**config.mk**
```make
export PLATFORM = sky130hd
export DESIGN_NAME = div32_seq
export DESIGN_NICKNAME = d
export VERILOG_FILES = /design/src/rtl/div_defs.sv /design/src/rtl/add32.sv /design/src/rtl/div_step.sv /design/src/rtl/negate32.sv /design/src/rtl/div32_seq.sv
export SDC_FILE = /design/constraint.sdc
export NUM_CORES = 1
export LEC_CHECK = 0
export CAP_MARGIN = 20
export CORE_ASPECT_RATIO = 0.6
export CORE_MARGIN = 3
export CORE_UTILIZATION = 66
export DETAILED_ROUTE_END_ITERATION = 16
export DONT_BUFFER_PORTS = 1
export PLACE_DENSITY = 0.84
export SLEW_MARGIN = 10
export SYNTH_ARGS = -nofsm -noshare
export SYNTH_HDL_FRONTEND = slang
export SYNTH_SLANG_ARGS = --single-unit
```
**constraint.sdc**
```tcl
create_clock -name clock -period 11.7 [get_ports clock]
set_clock_uncertainty 0.1 [all_clocks]
set_input_delay 1.17 -clock clock [delete_from_list [all_inputs] [get_ports clock]]
set_output_delay 1.17 -clock clock [all_outputs]
set_load 0.03 [all_outputs]
```
**src/rtl/div_defs.sv**
```systemverilog
// Shared definitions for the sequential signed divider: widths, FSM
// encodings and the result payload carried from fixup to the outputs.
package div_defs;

  localparam int unsigned DIV_W     = 32;
  localparam int unsigned DIV_ITERS = 32;
  localparam int unsigned CNT_W     = 5;

  localparam logic [DIV_W-1:0] INT_MIN = 32'h8000_0000;

  typedef enum logic [1:0] {
    S_IDLE   = 2'd0,
    S_DIVIDE = 2'd1,
    S_FIXUP  = 2'd2,
    S_DONE   = 2'd3
  } div_state_e;

  typedef struct packed {
    logic [DIV_W-1:0] quot;
    logic [DIV_W-1:0] rem;
    logic             exc;
  } div_result_t;

endpackage

```
**src/rtl/add32.sv**
```systemverilog
// 32-bit adder with carry in and carry out.
module add32
  import div_defs::*;
(
  input  logic [DIV_W-1:0] a,
  input  logic [DIV_W-1:0] b,
  input  logic             cin,
  output logic [DIV_W-1:0] sum,
  output logic             cout
);

  assign {cout, sum} = {1'b0, a} + {1'b0, b} + (DIV_W+1)'(cin);

endmodule

```
**src/rtl/div_step.sv**
```systemverilog
// One combinational restoring-division iteration: shift in a dividend bit,
// trial-subtract the divisor magnitude, keep or restore.
module div_step
  import div_defs::*;
(
  input  logic [DIV_W:0]   rem,
  input  logic             dbit,
  input  logic [DIV_W-1:0] divisor,
  output logic [DIV_W:0]   rem_next,
  output logic             qbit
);

  logic [DIV_W:0]   shifted;
  logic [DIV_W-1:0] diff;
  logic             carry;

  assign shifted = {rem[DIV_W-1:0], dbit};

  // shifted - divisor as shifted + ~divisor + 1; carry out means no borrow
  add32 u_sub (
    .a    (shifted[DIV_W-1:0]),
    .b    (~divisor),
    .cin  (1'b1),
    .sum  (diff),
    .cout (carry)
  );

  // Anything with a bit at or above 2^32 already exceeds the divisor.
  assign qbit     = rem[DIV_W] | shifted[DIV_W] | carry;
  assign rem_next = qbit ? {1'b0, diff} : shifted;

endmodule

```
**src/rtl/negate32.sv**
```systemverilog
// 32-bit two's-complement negation.
module negate32
  import div_defs::*;
(
  input  logic [DIV_W-1:0] a,
  output logic [DIV_W-1:0] y
);

  assign y = ~a + DIV_W'(1);

endmodule

```
**src/rtl/div32_seq.sv**
```systemverilog
// Sequential signed 32-bit divider: operand magnitudes, 32 restoring
// iterations, sign fixup, then a one-cycle data_resultRDY pulse.
module div32_seq
  import div_defs::*;
(
  input  logic             clock,
  input  logic             reset,
  input  logic             ctrl_div,
  input  logic [DIV_W-1:0] data_operandA,
  input  logic [DIV_W-1:0] data_operandB,
  output logic [DIV_W-1:0] data_result,
  output logic [DIV_W-1:0] data_remainder,
  output logic             data_exception,
  output logic             data_resultRDY
);

  div_state_e       state, state_nxt;
  logic [CNT_W-1:0] cnt, cnt_nxt;
  logic [DIV_W:0]   rem_q, rem_nxt;
  logic [DIV_W-1:0] quo_q, quo_nxt;
  logic [DIV_W-1:0] dvs_q, dvs_nxt;
  logic             sign_a, sign_a_nxt;
  logic             sign_b, sign_b_nxt;
  logic             ovf_q, ovf_nxt;
  div_result_t      pend_q, pend_nxt;

  logic [DIV_W-1:0] result_nxt, remainder_nxt;
  logic             exception_nxt, rdy_nxt;

  logic [DIV_W-1:0] neg_a, neg_r_in, neg_r, neg_q;
  logic [DIV_W:0]   step_rem;
  logic             step_qbit;

  negate32 u_neg_opa (
    .a (data_operandA),
    .y (neg_a)
  );

  // Shared: negates B on a start edge, the remainder during fixup.
  // A start in FIXUP aborts the fixup, so the two uses never collide.
  assign neg_r_in = ctrl_div ? data_operandB : rem_q[DIV_W-1:0];

  negate32 u_neg_rem (
    .a (neg_r_in),
    .y (neg_r)
  );

  negate32 u_neg_quo (
    .a (quo_q),
    .y (neg_q)
  );

  // Dividend bits leave quo_q from the MSB while quotient bits enter at the LSB.
  div_step u_step (
    .rem      (rem_q),
    .dbit     (quo_q[DIV_W-1]),
    .divisor  (dvs_q),
    .rem_next (step_rem),
    .qbit     (step_qbit)
  );

  // Next-state and datapath update; a start pulse overrides any state.
  always_comb begin
    state_nxt     = state;
    cnt_nxt       = cnt;
    rem_nxt       = rem_q;
    quo_nxt       = quo_q;
    dvs_nxt       = dvs_q;
    sign_a_nxt    = sign_a;
    sign_b_nxt    = sign_b;
    ovf_nxt       = ovf_q;
    pend_nxt      = pend_q;
    result_nxt    = data_result;
    remainder_nxt = data_remainder;
    exception_nxt = data_exception;
    rdy_nxt       = 1'b0;

    if (ctrl_div) begin
      sign_a_nxt = data_operandA[DIV_W-1];
      sign_b_nxt = data_operandB[DIV_W-1];
      quo_nxt    = data_operandA[DIV_W-1] ? neg_a : data_operandA;
      dvs_nxt    = data_operandB[DIV_W-1] ? neg_r : data_operandB;
      rem_nxt    = '0;
      cnt_nxt    = '0;
      ovf_nxt    = (data_operandA == INT_MIN) && (data_operandB == '1);
      if (data_operandB == '0) begin
        pend_nxt.quot = '0;
        pend_nxt.rem  = '0;
        pend_nxt.exc  = 1'b1;
        state_nxt     = S_DONE;
      end else begin
        state_nxt = S_DIVIDE;
      end
    end else begin
      case (state)
        S_DIVIDE: begin
          rem_nxt = step_rem;
          quo_nxt = {quo_q[DIV_W-2:0], step_qbit};
          cnt_nxt = cnt + CNT_W'(1);
          if (cnt == CNT_W'(DIV_ITERS - 1)) begin
            state_nxt = S_FIXUP;
          end
        end
        S_FIXUP: begin
          pend_nxt.quot = ovf_q ? INT_MIN : ((sign_a ^ sign_b) ? neg_q : quo_q);
          pend_nxt.rem  = ovf_q ? '0 : (sign_a ? neg_r : rem_q[DIV_W-1:0]);
          pend_nxt.exc  = ovf_q;
          state_nxt     = S_DONE;
        end
        S_DONE: begin
          result_nxt    = pend_q.quot;
          remainder_nxt = pend_q.rem;
          exception_nxt = pend_q.exc;
          rdy_nxt       = 1'b1;
          state_nxt     = S_IDLE;
        end
        default: begin
          state_nxt = S_IDLE;
        end
      endcase
    end
  end

  // State and output registers; reset wins over a same-edge start.
  always_ff @(posedge clock) begin
    if (reset) begin
      state          <= S_IDLE;
      cnt            <= '0;
      rem_q          <= '0;
      quo_q          <= '0;
      dvs_q          <= '0;
      sign_a         <= 1'b0;
      sign_b         <= 1'b0;
      ovf_q          <= 1'b0;
      pend_q         <= '0;
      data_result    <= '0;
      data_remainder <= '0;
      data_exception <= 1'b0;
      data_resultRDY <= 1'b0;
    end else begin
      state          <= state_nxt;
      cnt            <= cnt_nxt;
      rem_q          <= rem_nxt;
      quo_q          <= quo_nxt;
      dvs_q          <= dvs_nxt;
      sign_a         <= sign_a_nxt;
      sign_b         <= sign_b_nxt;
      ovf_q          <= ovf_nxt;
      pend_q         <= pend_nxt;
      data_result    <= result_nxt;
      data_remainder <= remainder_nxt;
      data_exception <= exception_nxt;
      data_resultRDY <= rdy_nxt;
    end
  end

endmodule

```
==> qor.yml, run 1 <==
async_reset_ff_frac: 0
min_from: "pend_q[53]$_SDFFE_PP0P_"
startpoint_type: "primary input"
dr.pass1.iters: 6
maxCapViolCount: 0
num_vias: 13494
drive_gt1_frac: 0.0549
post-cts-setup-buffers: 0
leakage_nw: 5.36
p_per_area_nw_per_um2: 132
ir_drop_v: 0.000132
wire_per_inst_um: 21.2
clk_path_buf_depth: 3
endpoint_kind: "flip-flop"
drt_wl_total_um: 42800
worstHoldPathType: "flip-flop to flip-flop"
row_count: 40
post-route-util: 0.723
grt_remaining_overflow: 0
status: "finished clean"
instances_no_fill: 2021
worst_pin_slew_ns: 1.10
drc: 0
fp.dieH_um: 120
cts_resized: 0
report.final.slew_viol_count: 0
grt_usage: 0.348
syn2layout_area_growth_pct: 4.37
antenna_cells: 0
io_pins: 133
seq_area_frac_synth: 0.334
finalNetCount: 1841
clkTransAtPathRegs_ns: 0.07
relSlewSlack: 0.262
hold_violations: 0
htreeDepth: 1
cts_buffers: 22
first_iter_violations: 1673
yosysTopAreaCell: "dfxtp_1"
gp_congestion: 0.976
dp_hpwl_um: 30600
ys_ff_latch: 238
antenna_left: 0
core_area_um2: 20600
yosys.cell_types.count: 86
syn_inst: 1828
placed_cells: 1981
start_util: 0.692
finalSetupTns_ns: 0
io_buffers: 0
synth_edf_count: 0
synth_top_area_frac: 0.334
fmax_mhz: 240
hold_buffers: 0
required_ns: 12.04
finalCritPeriodShare: 0.356
yosysWarnings: 0
grt_pass1_vias: 11917
vias_per_cell: 6.68
cts_tree: "done"
critPathMaxFanout: 226
period_minus_slack_ns: 4.17
critPathKind: "primary input to flip-flop"
cp.arrival_ns: 4.51
synth_area_um2: 14300
synth_ff_type: "dfxtp_1"
rsz0062_at_grt: "no"
syn-num-nets: 1936
setup_violations: 0
antenna_found_initial: 1
grt_pass1_wl_um: 66300
cts.sinks: 238
clk-insertion-delay-late_ns: 0.54
cts-root-buf: "clkbuf_16"
rr_startpoint: "quo_q[31]$_SDFFE_PP0P_"
die_w_um: 196
grt_max_degree: 227
synth.area.top_cells: "dfxtp_1, nand2_1, xor2_1"
die_area_um2: 23500
startpoint: "ctrl_div"
post_synth.cell_area_avg_um2: 7.81
==> kinds of logic (layout without fill, tap and decap cells) <==
logic type,count (synthesis),count (layout),share of synthesized area
and+or+nand+nor,665,665,0.230
AOI/OAI and AO/OA,536,536,0.242
DFF,238,238,0.334
buffers and inverters,182,102,0.0532
xor gates and xnor gates,135,135,0.0828
adders and majority gates,41,41,0.0365
muxes,31,31,0.0224
==> area by class of cell <==
cell class	count	area (um^2)
clock buffers	30	621
clock inverters	9	92.6
fillers	1666	5720
inverters	52	195
multi-input cells	1408	8790
flip-flops and latches	238	4760
well taps	273	342
repair buffers	11	95.1
==> where the power goes <==
group	leakage [nW]	switching, W	internal (W)	total (W)
logic	3.08	0.000228	0.000146	0.000374
clock network	0.348	0.000326	0.000398	0.000724
registers	1.94	0.0000369	0.000835	0.000872
total	5.36	0.000591	0.00138	0.00197
==> cell usage after synthesis (all sizes together), types with 33 or more instances <==
master / number
nand2: 286
dfxtp: 238
a21oi: 143
o21ai: 126
nor2: 125
clkbuf: 97
a211oi: 90
xor2: 86
nor3: 59
inv: 52
xnor2: 49
nor2b: 44
ha: 40
buf: 33
==> per-layer routing <==
metal  part of all wire  track usage
met1               0.46        0.546
met2               0.39        0.468
met3               0.13        0.100
met4              0.015       0.0628
met5                  0            0
==> critical path, cell delays in order <==
cell	delay (ns)
inv_2	0.32
or4_4	0.65
nor4_4	0.48
nor2_4	0.12
nor3_2	0.89
nand2_1	0.41
o21ai_0	0.27
==> worst paths after layout <==
| check | slack [ns] | end | cells after the start |
|---|---|---|---|
| hold reg to reg | 0.34 | data_result[20]$_SDFFE_PP0P_ | 2 |
| setup reg to reg | 7.98 | rem_q[1]$_SDFFE_PP0P_ | 12 |
| setup / recovery | 7.53 | pend_q[27]$_SDFFE_PP0P_ | 7 |
| hold / removal | 0.34 | data_result[20]$_SDFFE_PP0P_ | 2 |
==> registers in the layout, summed over array words and instances, names as in the netlist <==
register        count
data_result        32
sign_b              1
rem_q              33
sign_a              1
ovf_q               1
pend_q             65
cnt                 5
state               2
dvs_q              32
data_resultRDY      1
data_exception      1
quo_q              32
data_remainder     32
==> stage by stage <==
| step | hold WS (ns) | total power (W) | worst slack [ns] | cell area, um^2 |
|---|---|---|---|---|
| 6_report | 0.342 | 0.00197 | 7.53 | 14900 |
| 5_1_grt | 0.367 | 0.00204 | 7.62 | 14900 |
| 4_1_cts | 0.348 | 0.00196 | 7.70 | 14900 |
| 3_5_place_dp | 0.336 | 0.00125 | 7.16 | 14200 |
| 3_3_place_gp | 0.334 | 0.00124 | 7.30 | 14200 |
| 2_1_floorplan | 0.323 | 0.00118 | 6.77 | 14300 |
==> cell usage in the layout, fill, tap and decap left out, types with 13 or more instances in the layout <==
cell	netlist	layout
a211oi_1	90	90
nor3_1	51	50
nand4_1	14	14
dfxtp_1	238	238
o31ai_1	22	22
nand2b_1	14	14
mux2i_1	25	25
clkbuf_16	0	22
inv_1	51	51
xnor2_1	49	49
or3_1	21	21
o21ai_1	18	18
a21oi_1	142	141
ha_1	40	39
nand2_1	285	284
o211ai_1	13	13
nand3_1	24	24
nor3b_1	14	14
nor2b_1	44	43
a31oi_1	27	27
o21ai_0	108	108
nor2_1	124	123
xor2_1	86	86
a22oi_1	23	23
No activity file was read; power rests on OpenSTA's default activity.
==> run 2, diff against run 1 <==
--- a/config.mk
+++ b/config.mk
@@ -8,10 +8,10 @@
 export CAP_MARGIN = 20
 export CORE_ASPECT_RATIO = 0.6
 export CORE_MARGIN = 3
-export CORE_UTILIZATION = 66
+export CORE_UTILIZATION = 65
 export DETAILED_ROUTE_END_ITERATION = 16
 export DONT_BUFFER_PORTS = 1
-export PLACE_DENSITY = 0.84
+export PLACE_DENSITY = 0.83
 export SLEW_MARGIN = 10
 export SYNTH_ARGS = -nofsm -noshare
 export SYNTH_HDL_FRONTEND = slang
==> constraint.sdc (replaced) <==
create_clock -name clock -period 4.1 [get_ports clock]
set_clock_uncertainty 0.1 [all_clocks]
set_input_delay 0.41 -clock clock [delete_from_list [all_inputs] [get_ports clock]]
set_output_delay 0.41 -clock clock [all_outputs]
set_load 0.03 [all_outputs]
==> run 2 against run 1 <==
The flow now finishes with violations (design-rule violations). Cell count up 1.3%. Critical path depth is 3 higher. Hold slack worse by 0.33 ns. Sequential share of layout area down 0.62 points. Sequential cell count stayed put. Routed wire length grew 4.1%. Utilization is 0.89 points lower. Setup slack got worse by 7.1 ns. Clock-buffer cell count down 2. Largest cell class unchanged. Total power increased to 3.0 times the previous value. Global-route usage grew 0.99 points. Die area is 1.5% higher.
==> qor.yml, run 2 (same netlist as run 1, synthesis figures left out) <==
status: "finished with violations"
violations: "design-rule violations"
cp.arrival_ns: 4.01
clkTransAtPathRegs_ns: 0.08
start_util: 0.671
worst_pin_slew_ns: 0.937
finalNetCount: 1860
power_w: 0.00597
p_seq_frac: 0.415
io_pins: 133
p_int_w: 0.00418
die_area_um2: 23800
antenna_cells: 0
antenna_left: 0
drive_gt1_frac: 0.0633
period_minus_slack_ns: 3.67
layout_common_cells: "nand2_1, dfxtp_1, a21oi_1"
num_vias: 13779
place_ws_ns: 0.625
slowest_stage: "a2111oi_0"
grt_max_degree: 167
rsz0062_at_grt: "no"
grt_remaining_overflow: 0
endpoint_kind: "flip-flop"
wire_per_inst_um: 21.8
fmax_mhz: 273
finalSetupTns_ns: 0
startpoint_type: "flip-flop"
antenna_found_initial: 1
relSlewSlack: 0.371
io_buffers: 0
p_per_area_nw_per_um2: 393
gp_congestion: 1.06
first_iter_violations: 2138
reg2reg_depth: 10
die_w_um: 197
p_sw_w: 0.00179
comb_power_share: 0.194
core_area_um2: 21300
min_path_cells: 2
clk-insertion-delay-late_ns: 0.52
clk_path_buf_depth: 3
setup_slack_ns: 0.431
leakage_nw: 5.50
layout_commonest_cell: "nand2_1"
reg_top3: "pend_q x65, rem_q x33"
grt_pass1_vias: 12133
largest_register_ffs: 65
cts-root-buf: "clkbuf_16"
post-route-util: 0.714
fp.dieH_um: 121
finalCritPeriodShare: 0.895
htreeDepth: 1
syn2layout_area_growth_pct: 6.44
drt_wl_total_um: 44600
cts_tree: "done"
grt_pass1_wl_um: 68200
cts_buffers: 23
regMostFlops: "pend_q"
critical_path.cell_chain: "ha_1 -> nand2_1 -> a2111oi_0 -> o2111a_1 -> o21ai_1 -> o21bai_2 -> a21o_1 -> buf_4 -> nand3_1 -> a31oi_1"
critPathKind: "flip-flop to flip-flop"
vias_per_cell: 6.73
setup_violations: 0
regArea_um2: 4760
whs_ns: 0.0117
row_count: 41
hold_violations: 0
pwr-share-clk: 0.391
required_ns: 4.44
report.final.slew_viol_count: 0
drc: 1
ir_drop_v: 0.000277
nFillCells: 1670
worstHoldPathType: "primary input to flip-flop"
grt_usage: 0.358
switching_share: 0.300
dr.pass1.iters: 12
critPathMaxFanout: 13
multiInputGateArea_um2: 8790
dp_hpwl_um: 30800
critPathMaxStageDelay_ns: 0.52
maxCapViolCount: 0
cts.sinks: 238
-- run 2: cell count changes in the layout (fill, tap and decap cells not counted) --
cell,delta
inv_8,-1
inv_6,+3
bufinv_16,+3
clkinv_8,-1
clkinv_2,-2
buf_16,+2
clkbuf_16,+1
buf_4,+10
clkbuf_1,-3
buf_12,-1
clkinvlp_4,+2
dlygate4sd3_1,+7
-- run 2: critical path: cells and delay by family (launching register included) --
kind	cells	cell delay (ns)
buffers and inverters	1	0.32
AND/OR/NAND/NOR	2	0.23
AO/OA/AOI/OAI	6	2.02
flip-flops	1	0.41
adder cells (fa/ha/maj)	1	0.49
-- run 2: power groups by stage --
stage	clock network, W	registers [W]	logic (W)
floorplan	0	0.00249	0.000882
global placement	0	0.00252	0.00102
detailed placement	0	0.00253	0.00105
CTS	0.00235	0.00247	0.00111
global route	0.00245	0.00249	0.00124
finish	0.00234	0.00248	0.00116
-- run 2: repair_timing --
action / 4_1_cts / 5_1_grt
hold buffers: 9 / 0
resized for setup: 0 / 0
setup buffers: 0 / 0
endpoints found under the hold margin: 166 / 0
-- run 2: layout make-up --
type | instances | share of cell area
Clock buffer | 28 | 0.0417
Clock inverter | 13 | 0.0123
Inverter | 52 | 0.0128
Multi-Input combinational cell | 1408 | 0.579
Sequential cell | 238 | 0.314
Tap cell | 279 | 0.0230
Timing Repair Buffer | 29 | 0.0181
-- run 2: per-stage QoR --
stage	instance area, um^2	std cells
after global routing	15200	2047
after detailed placement	14200	1996
after floorplan	14300	1828
final	15200	2047
after CTS	15200	2046
after global placement	14200	1996
-- run 2: layer usage --
layer | vias to the layer above | global-route usage | share of wire
met3 | 94 | 0.124 | 0.15
met1 | 6454 | 0.544 | 0.43
met4 | 2 | 0.0761 | 0.022
met5 | - | 0 | 0.00029
met2 | 873 | 0.481 | 0.39
li1 | 6356 | - | -
-- run 2: worst paths after layout --
path                           startpoint                       to  slack, ns
hold / removal                   ctrl_div    dvs_q[5]$_SDFFE_PP0P_       0.01
hold reg to reg   pend_q[54]$_SDFFE_PP0P_  pend_q[54]$_SDFFE_PP0P_       0.35
setup reg to reg   rem_q[11]$_SDFFE_PP0P_    rem_q[6]$_SDFFE_PP0P_       0.43
setup / recovery   rem_q[11]$_SDFFE_PP0P_    rem_q[6]$_SDFFE_PP0P_       0.43
==> run 3, diff against run 2 <==
--- a/config.mk
+++ b/config.mk
@@ -8,10 +8,10 @@
 export CAP_MARGIN = 20
 export CORE_ASPECT_RATIO = 0.6
 export CORE_MARGIN = 3
-export CORE_UTILIZATION = 65
+export CORE_UTILIZATION = 35
 export DETAILED_ROUTE_END_ITERATION = 16
 export DONT_BUFFER_PORTS = 1
-export PLACE_DENSITY = 0.83
+export PLACE_DENSITY = 0.51
 export SLEW_MARGIN = 10
 export SYNTH_ARGS = -nofsm -noshare
 export SYNTH_HDL_FRONTEND = slang
==> run 3 against run 2 <==
The run now ends clean. Non-clock buffer count rose by 34. First-iteration DRC count fell by 30%. Setup slack improved by 0.031 ns. Via count fell by 3.0%. Routed wire length rose by 16%. Die area rose by 82%. Critical path depth rose by 1. Hold slack improved by 0.0013 ns. Largest power group unchanged.
==> qor.yml, run 3 (same netlist as run 1, synthesis figures left out) <==
startpoint_type: "flip-flop"
grt_pass1_wl_um: 77900
rrSetupSlack_ns: 0.46
grt_max_degree: 167
wire_per_inst_um: 22.3
fp.dieH_um: 162
finalNetCount: 1897
dr.pass1.iters: 5
clkTransAtPathRegs_ns: 0.06
reg_top3: "pend_q x65, rem_q x33"
required_ns: 4.47
layout_commonest_cell: "nand2_1"
endpoint_kind: "flip-flop"
drive_gt1_frac: 0.0715
post-cts-setup-buffers: 0
cts-root-buf: "clkbuf_16"
relSlewSlack: 0.370
antenna_found_initial: 2
critPathMaxFanout: 11
largest_register_ffs: 65
fmax_mhz: 275
instances_no_fill: 2326
nFillCells: 4139
postPlaceCellArea_um2: 14700
period_minus_slack_ns: 3.64
antenna_cells: 0
hold_violations: 0
report.final.slew_viol_count: 0
setup_violations: 0
regMostFlops: "pend_q"
cts_tree: "done"
worst_pin_slew_ns: 0.945
dp_hpwl_um: 36400
ir_drop_v: 0.000283
fin_area_um2: 15800
vias_per_cell: 5.75
core_area_um2: 39700
leakage_nw: 5.69
cts_resized: 0
num_vias: 13370
io_pins: 133
multiInputGateArea_um2: 8790
finalCritPeriodShare: 0.888
clk-insertion-delay-late_ns: 0.55
die_w_um: 267
cts_buffers: 26
worstHoldPathType: "primary input to flip-flop"
grt_remaining_overflow: 0
layout_common_cells: "nand2_1, dfxtp_1, a21oi_1"
p_per_area_nw_per_um2: 381
finalSetupTns_ns: 0
critPathKind: "flip-flop to flip-flop"
placed_cells: 2253
row_count: 56
cts.sinks: 238
regArea_um2: 4760
post-route-util: 0.399
drt_wl_total_um: 51800
htreeDepth: 1
grt_pass1_vias: 11960
syn2layout_area_growth_pct: 11.0
status: "finished clean"
gp_congestion: 0.902
drc: 0
die_area_um2: 43300
rsz0062_at_grt: "no"
first_iter_violations: 1502
antenna_left: 0
maxCapViolCount: 0
clk_path_buf_depth: 3
grt_usage: 0.233
io_buffers: 0
start_util: 0.360
cp.arrival_ns: 4.01
[run 3: cell types whose count changed in the layout (fill, tap and decap cells not counted), sizes merged]
cell and change:
bufinv -3, buf +13, clkbuf +5, clkinv +5
dlygate4sd3 +21, clkinvlp -3, inv -2
[run 3: power breakdown]
part | internal, W | switching, W | total [W]
sequential | 0.00239 | 0.0000948 | 0.00248
combinational | 0.000457 | 0.000740 | 0.00120
clock | 0.00136 | 0.000997 | 0.00236
total | 0.00420 | 0.00183 | 0.00603
[run 3: area by class of cell]
cell class	count	share of cell area
well taps	522	0.0412
inverters	52	0.0123
repair buffers	63	0.0376
clock buffers	33	0.0479
clock inverters	10	0.00513
flip-flops and latches	238	0.301
multi-input cells	1408	0.555
[run 3: path summary, 6_finish.rpt]
path	start	endpoint	cells after the start
hold reg to reg	pend_q[52]$_SDFFE_PP0P_	pend_q[52]$_SDFFE_PP0P_	2
hold / removal	data_operandA[13]	quo_q[13]$_SDFFE_PP0P_	2
setup reg to reg	rem_q[0]$_SDFFE_PP0P_	rem_q[6]$_SDFFE_PP0P_	11
setup / recovery	rem_q[0]$_SDFFE_PP0P_	rem_q[6]$_SDFFE_PP0P_	11
[run 3: worst max-delay path, cell delays in order (launching register included)]
cell and delay [ns]:
dfxtp_1 0.46, inv_1 0.15, fa_1 0.45, nand2b_1 0.19, a21oi_1 0.29, o2111a_1 0.32
o21ai_1 0.22, o21bai_2 0.31, a21o_1 0.48, buf_4 0.29, nand3_1 0.10, a31oi_1 0.17
[run 3: per-stage QoR]
step / hold slack [ns] / setup slack, ns / power, W
floorplan: 0.323 / 0.0491 / 0.00337
global placement: 0.335 / 0.640 / 0.00361
detailed placement: 0.344 / 0.511 / 0.00362
CTS: 0.00114 / 0.489 / 0.00606
global route: 0.0106 / 0.152 / 0.00629
finish: 0.0130 / 0.461 / 0.00603
[run 3: layer usage]
metal  track usage  share of wire  vias up
li1              -              -     6437
met1         0.374           0.51     6383
met2         0.294           0.36      482
met3        0.0705           0.10       64
met4        0.0453          0.020        4
met5             0        0.00052        -
[run 3: repair_timing]
item | in CTS | in global routing
hold endpoints to repair | 166 | 0
setup endpoints to repair | 0 | 0
hold buffers | 30 | 0
